### src/rtl/deck_dealer.sv
// Card deck: fills 0..51, in-place swap shuffle driven by an external address
// generator (Addr_i out, Addr_j in), then deals one card per request.
module deck_dealer #(
  parameter int DECK_SIZE = 52,
  parameter int IDX_W     = 6
) (
  input  logic             Clk,
  input  logic             Rst,
  input  logic             Shuffle_req,
  input  logic             Deal_req,
  input  logic [IDX_W-1:0] Addr_j,
  output logic [IDX_W-1:0] Addr_i,
  output logic [IDX_W-1:0] Card,
  output logic [3:0]       Card_rank,
  output logic [1:0]       Card_suit,
  output logic             Card_valid,
  output logic             Busy,
  output logic             Deck_empty,
  output logic [IDX_W-1:0] Cards_left
);

  typedef enum logic [2:0] {
    IDLE,
    INIT,
    LATCH,
    SWAP,
    READY
  } state_t;

  localparam logic [IDX_W-1:0] LAST = IDX_W'(DECK_SIZE - 1);
  localparam logic [IDX_W-1:0] SIZE = IDX_W'(DECK_SIZE);

  state_t           r_state;
  logic [IDX_W-1:0] r_deck [0:DECK_SIZE-1];
  logic [IDX_W-1:0] r_k;
  logic [IDX_W-1:0] r_jq;
  logic [IDX_W-1:0] r_addr_i;
  logic [IDX_W-1:0] r_ptr;
  logic [IDX_W-1:0] r_card;
  logic [3:0]       r_rank;
  logic [1:0]       r_suit;
  logic             r_valid;
  logic             r_busy;
  logic             r_empty;
  logic [IDX_W-1:0] r_left;

  logic [IDX_W-1:0] w_top;
  logic [1:0]       w_suit;
  logic [IDX_W-1:0] w_base;
  logic [3:0]       w_rank;

  // Rank/suit of the card at the deal pointer, ready for the registered deal.
  always_comb begin
    w_top  = r_deck[r_ptr];
    w_suit = 2'd0;
    w_base = '0;
    if (w_top >= IDX_W'(39)) begin
      w_suit = 2'd3;
      w_base = IDX_W'(39);
    end else if (w_top >= IDX_W'(26)) begin
      w_suit = 2'd2;
      w_base = IDX_W'(26);
    end else if (w_top >= IDX_W'(13)) begin
      w_suit = 2'd1;
      w_base = IDX_W'(13);
    end
    w_rank = 4'(w_top - w_base + IDX_W'(1));
  end

  always_ff @(posedge Clk) begin
    if (Rst) begin
      r_state  <= IDLE;
      r_k      <= '0;
      r_jq     <= '0;
      r_addr_i <= '0;
      r_ptr    <= '0;
      r_card   <= '0;
      r_rank   <= '0;
      r_suit   <= '0;
      r_valid  <= 1'b0;
      r_busy   <= 1'b0;
      r_empty  <= 1'b1;
      r_left   <= '0;
    end else begin
      r_valid <= 1'b0;
      case (r_state)
        IDLE: begin
          if (Shuffle_req) begin
            r_state <= INIT;
            r_k     <= '0;
            r_busy  <= 1'b1;
          end
        end
        INIT: begin
          if (r_k == LAST) begin
            r_state  <= LATCH;
            r_addr_i <= '0;
          end else begin
            r_k <= r_k + IDX_W'(1);
          end
        end
        LATCH: begin
          // Out-of-range partners degrade to a self-swap.
          r_jq    <= (Addr_j >= SIZE) ? r_addr_i : Addr_j;
          r_state <= SWAP;
        end
        SWAP: begin
          if (r_addr_i == LAST) begin
            r_state  <= READY;
            r_addr_i <= '0;
            r_ptr    <= '0;
            r_left   <= SIZE;
            r_empty  <= 1'b0;
            r_busy   <= 1'b0;
          end else begin
            r_addr_i <= r_addr_i + IDX_W'(1);
            r_state  <= LATCH;
          end
        end
        READY: begin
          if (Shuffle_req) begin
            r_state <= INIT;
            r_k     <= '0;
            r_busy  <= 1'b1;
            r_left  <= '0;
            r_empty <= 1'b1;
          end else if (Deal_req && !r_empty) begin
            r_card  <= w_top;
            r_rank  <= w_rank;
            r_suit  <= w_suit;
            r_valid <= 1'b1;
            r_ptr   <= r_ptr + IDX_W'(1);
            r_left  <= r_left - IDX_W'(1);
            r_empty <= (r_left == IDX_W'(1));
          end
        end
        default: r_state <= IDLE;
      endcase
    end
  end

  // Deck storage carries no reset; INIT rebuilds it before every shuffle.
  always_ff @(posedge Clk) begin
    if (r_state == INIT) begin
      r_deck[r_k] <= r_k;
    end else if (r_state == SWAP) begin
      r_deck[r_addr_i] <= r_deck[r_jq];
      r_deck[r_jq]     <= r_deck[r_addr_i];
    end
  end

  assign Addr_i     = r_addr_i;
  assign Card       = r_card;
  assign Card_rank  = r_rank;
  assign Card_suit  = r_suit;
  assign Card_valid = r_valid;
  assign Busy       = r_busy;
  assign Deck_empty = r_empty;
  assign Cards_left = r_left;

endmodule

### config.mk
export PLATFORM = sky130hd
export DESIGN_NAME = deck_dealer
export DESIGN_NICKNAME = d
export VERILOG_FILES = /design/src/rtl/deck_dealer.sv
export SDC_FILE = /design/constraint.sdc
export NUM_CORES = 1
export LEC_CHECK = 0
export ABC_CLOCK_PERIOD_IN_PS = 11400
export BUFFER_PORTS_ARGS = -buffer_cell sky130_fd_sc_hd__clkbuf_2
export CORE_MARGIN = 2
export CORE_UTILIZATION = 25
export DETAILED_ROUTE_END_ITERATION = 8
export MAX_ROUTING_LAYER = met4
export PLACE_DENSITY = 0.46
export SLEW_MARGIN = 20
export SYNTH_ARGS = -nofsm -noshare
export SYNTH_HDL_FRONTEND = slang
export SYNTH_SLANG_ARGS = --single-unit
### constraint.sdc
create_clock -name Clk -period 11.4 [get_ports Clk]
set_input_delay 1.14 -clock Clk [delete_from_list [all_inputs] [get_ports Clk]]
set_output_delay 1.14 -clock Clk [all_outputs]
set_load 0.05 [all_outputs]
==> metrics.yaml <==
synth_top_cell_by_area: "edfxtp_1"
wl_mm: 93.9
num-fill-cells: 9683
cts_hold_buf: 0
via_per_inst: 5.69
start_kind: "flip-flop"
reg2reg_depth: 18
p_per_area_nw_per_um2: 114
synth-warning-count: 0
cts_sinks: 378
async_reset_ff_frac: 0
critPathMaxFanout: 98
met2_wirelength_mm: 42.9
wl_met3_mm: 7.19
synth_area_leaders: "edfxtp_1 (39%), mux4_2 (23%), mux2i_1 (15%)"
post-route-period-util: 0.517
ant_nets: 0
post_cts_buffers: 0
antenna_found_initial: 3
hp-start: "Busy"
rows: 114
cts_tree: "built"
firstDrtPassIters: 6
worst_slew_pin_slew_ps: 1210
port_buffers: 36
worstPathArrival_ps: 6390
outcome: "complete, no violations"
root_buffer: "clkbuf_16"
gp_congestion: 0.907
slew_headroom: 0.182
postSynthCellCount: 1748
drive_gt1_frac: 0.259
setup_viol: 0
clkTransAtPathRegs_ps: 60
p_leak_uw: 0.00850
syn2layout_area_growth_pct: 11.9
wl_per_cell_microns: 31.1
ir_drop_mv: 0.0966
rsz0062_at_grt: "no"
yosysSeqAreaShare: 0.440
cp_slowest_cell: "mux4_2"
grt_max_degree: 99
insertion_delay_ps: 620
instances_no_fill: 3016
fin_crit_ps: 5890
pin_count: 37
clk_path_buf_depth: 3
pre_cts_ws_ps: 5660
min_path_type: "flip-flop to flip-flop"
grt.total_usage: 0.192
initial_core_util: 0.252
syn_nets: 1768
synth_edf_count: 312
synth_area_sq_um: 24300
placed_cells: 2927
critPathCaptureType: "flip-flop"
synth_ff_type: "edfxtp_1"
die_area_sq_um: 99700
hpwlAfterDp_mm: 63.1
maxSlewViolCount: 0
core_sq_um: 96600
htreeDepth: 2
finalClockSkew_ps: 47.4
final.setup.worst_slack_ps: 5510
max_freq_mhz: 170
total_power_uw: 3100
drt-met1-wl_mm: 39.7
ys_ff_latch: 378
hold_viol_final: 0
die_x_microns: 316
worstPathRequired_ps: 11890
cp_slowest_stage_delay_ps: 600
nNetsFinal: 1719
fin_setup_tns_ps: 0
drc_errors: 0
fp.dieH_microns: 316
grt_overflow: 0
drv_cap: 0
cts_resized: 0
whs_path_depth: 2
grt_pass1_wl_mm: 133
yosysUniqueCellTypes: 71
grt_pass1_vias: 17000
numCtsBuffers: 46
worstSetupPathType: "flip-flop to flip-flop"
top_layer: "met4"
crit_chain: "buf_12 > mux4_2 > mux4_2 > nor2_1 > a31oi_1 > nand2_1 > nor3_1 > a221oi_1 > and2_1 > ha_1 > ha_1 > inv_1 > fa_1 > xor2_1 > nor3_1 > nand3_1 > a41oi_1 > o31ai_1"
vias: 17200
synth_top_area_frac: 0.386
drt_iter0_drc: 2103
syn_area_per_cell_sq_um: 13.9
## cell usage in the layout, fill, tap and decap left out, drive strengths merged, types with 7 or more instances in the layout
master    n
nor2     88
nand4     7
o22ai    27
a22oi    21
a211oi    9
nand3b   12
nand2    98
a21oi    44
and2      9
mux4    252
nor3     15
edfxtp  312
buf      41
clkinv   25
clkbuf   88
mux2     11
mux2i   380
dfxtp    66
nor2b    18
o21ai    49
ha        9
inv      19
nand2b   14
nand3    24
## registers in the layout, summed over array words and instances, names as in the netlist, named ones only
| signal | flops |
|---|---|
| Cards_left | 6 |
| Card_valid | 1 |
| Busy | 1 |
| Addr_i | 6 |
| r_jq | 6 |
| Card_suit | 2 |
| r_state | 3 |
| r_k | 6 |
| Deck_empty | 1 |
| r_deck | 312 |
| r_ptr | 6 |
| Card_rank | 4 |
| Card | 6 |
## power by group
part / total [uW] / leakage, uW / internal (uW) / switching (uW)
clock: 1510 / 0.000743 / 850 / 655
sequential: 1480 / 0.00310 / 1480 / 2.80
combinational: 114 / 0.00466 / 33.9 / 80.3
## synthesized netlist by cell type, drive strengths merged (6+ instances only)
library cell / n
nand2: 98
nand4: 7
nor2: 88
nand3: 24
nand3b: 12
mux4: 252
buf: 84
dfxtp: 66
nand2b: 14
o21ai: 49
o22ai: 27
inv: 17
and2: 9
mux2i: 380
xor2: 6
a211oi: 9
edfxtp: 312
clkbuf: 90
ha: 9
mux2: 11
a21oi: 44
nor2b: 18
a22oi: 21
nor3: 15
## area by class of cell
cell class | instances | area (sq um) | area share
Antenna cell | 3 | 7.51 | 0.000276
Clock buffer | 52 | 1240 | 0.0455
Clock inverter | 34 | 270 | 0.00995
Inverter | 17 | 63.8 | 0.00235
Multi-Input combinational cell | 1179 | 12800 | 0.471
Sequential cell | 378 | 10700 | 0.394
Tap cell | 1276 | 1600 | 0.0588
Timing Repair Buffer | 77 | 500 | 0.0184
## critical path: cells and delay by family (launching register included)
family                   cells  cell delay (ps)
AND/OR/NAND/NOR              6             1510
AO/OA/AOI/OAI                4              940
multiplexers                 2             1090
flip-flops                   1              500
buffers and inverters        2              640
adder cells (fa/ha/maj)      3              760
XOR/XNOR                     1              180
## through the flow
stage / hold slack (ps) / instance area [sq um] / utilization
finish: 456 / 27200 / 0.281
global route: 480 / 27200 / 0.281
CTS: 458 / 27200 / 0.281
detailed placement: 450 / 25700 / 0.266
global placement: 449 / 25700 / 0.266
floorplan: 459 / 24300 / -
## kinds of logic (layout without fill, tap and decap cells)
kind of cell               after synthesis  count (layout)  synth area share
adders and majority gates               10              10           0.00546
DFF                                    378             378             0.440
and+or+nand+nor                        313             313            0.0617
xor gates and xnor gates                11              11           0.00397
muxes                                  643             643             0.396
buffers and inverters                  191             180            0.0386
other                                    0               3                 0
AOI/OAI and AO/OA                      202             202            0.0539
## worst paths after layout
check / to / slack (ps)
max: Card_rank[3] / 5510
min: Busy / 460
max reg2reg: Card_rank[3] / 5510
min reg2reg: Busy / 460
## per-layer routing
layer	vias to the layer above	GRT usage
met5	-	-
met4	0	0.0770
met3	205	0.0339
met2	856	0.289
met1	9151	0.257
li1	6938	-
Note: power is estimated with default switching activity, not from simulation.
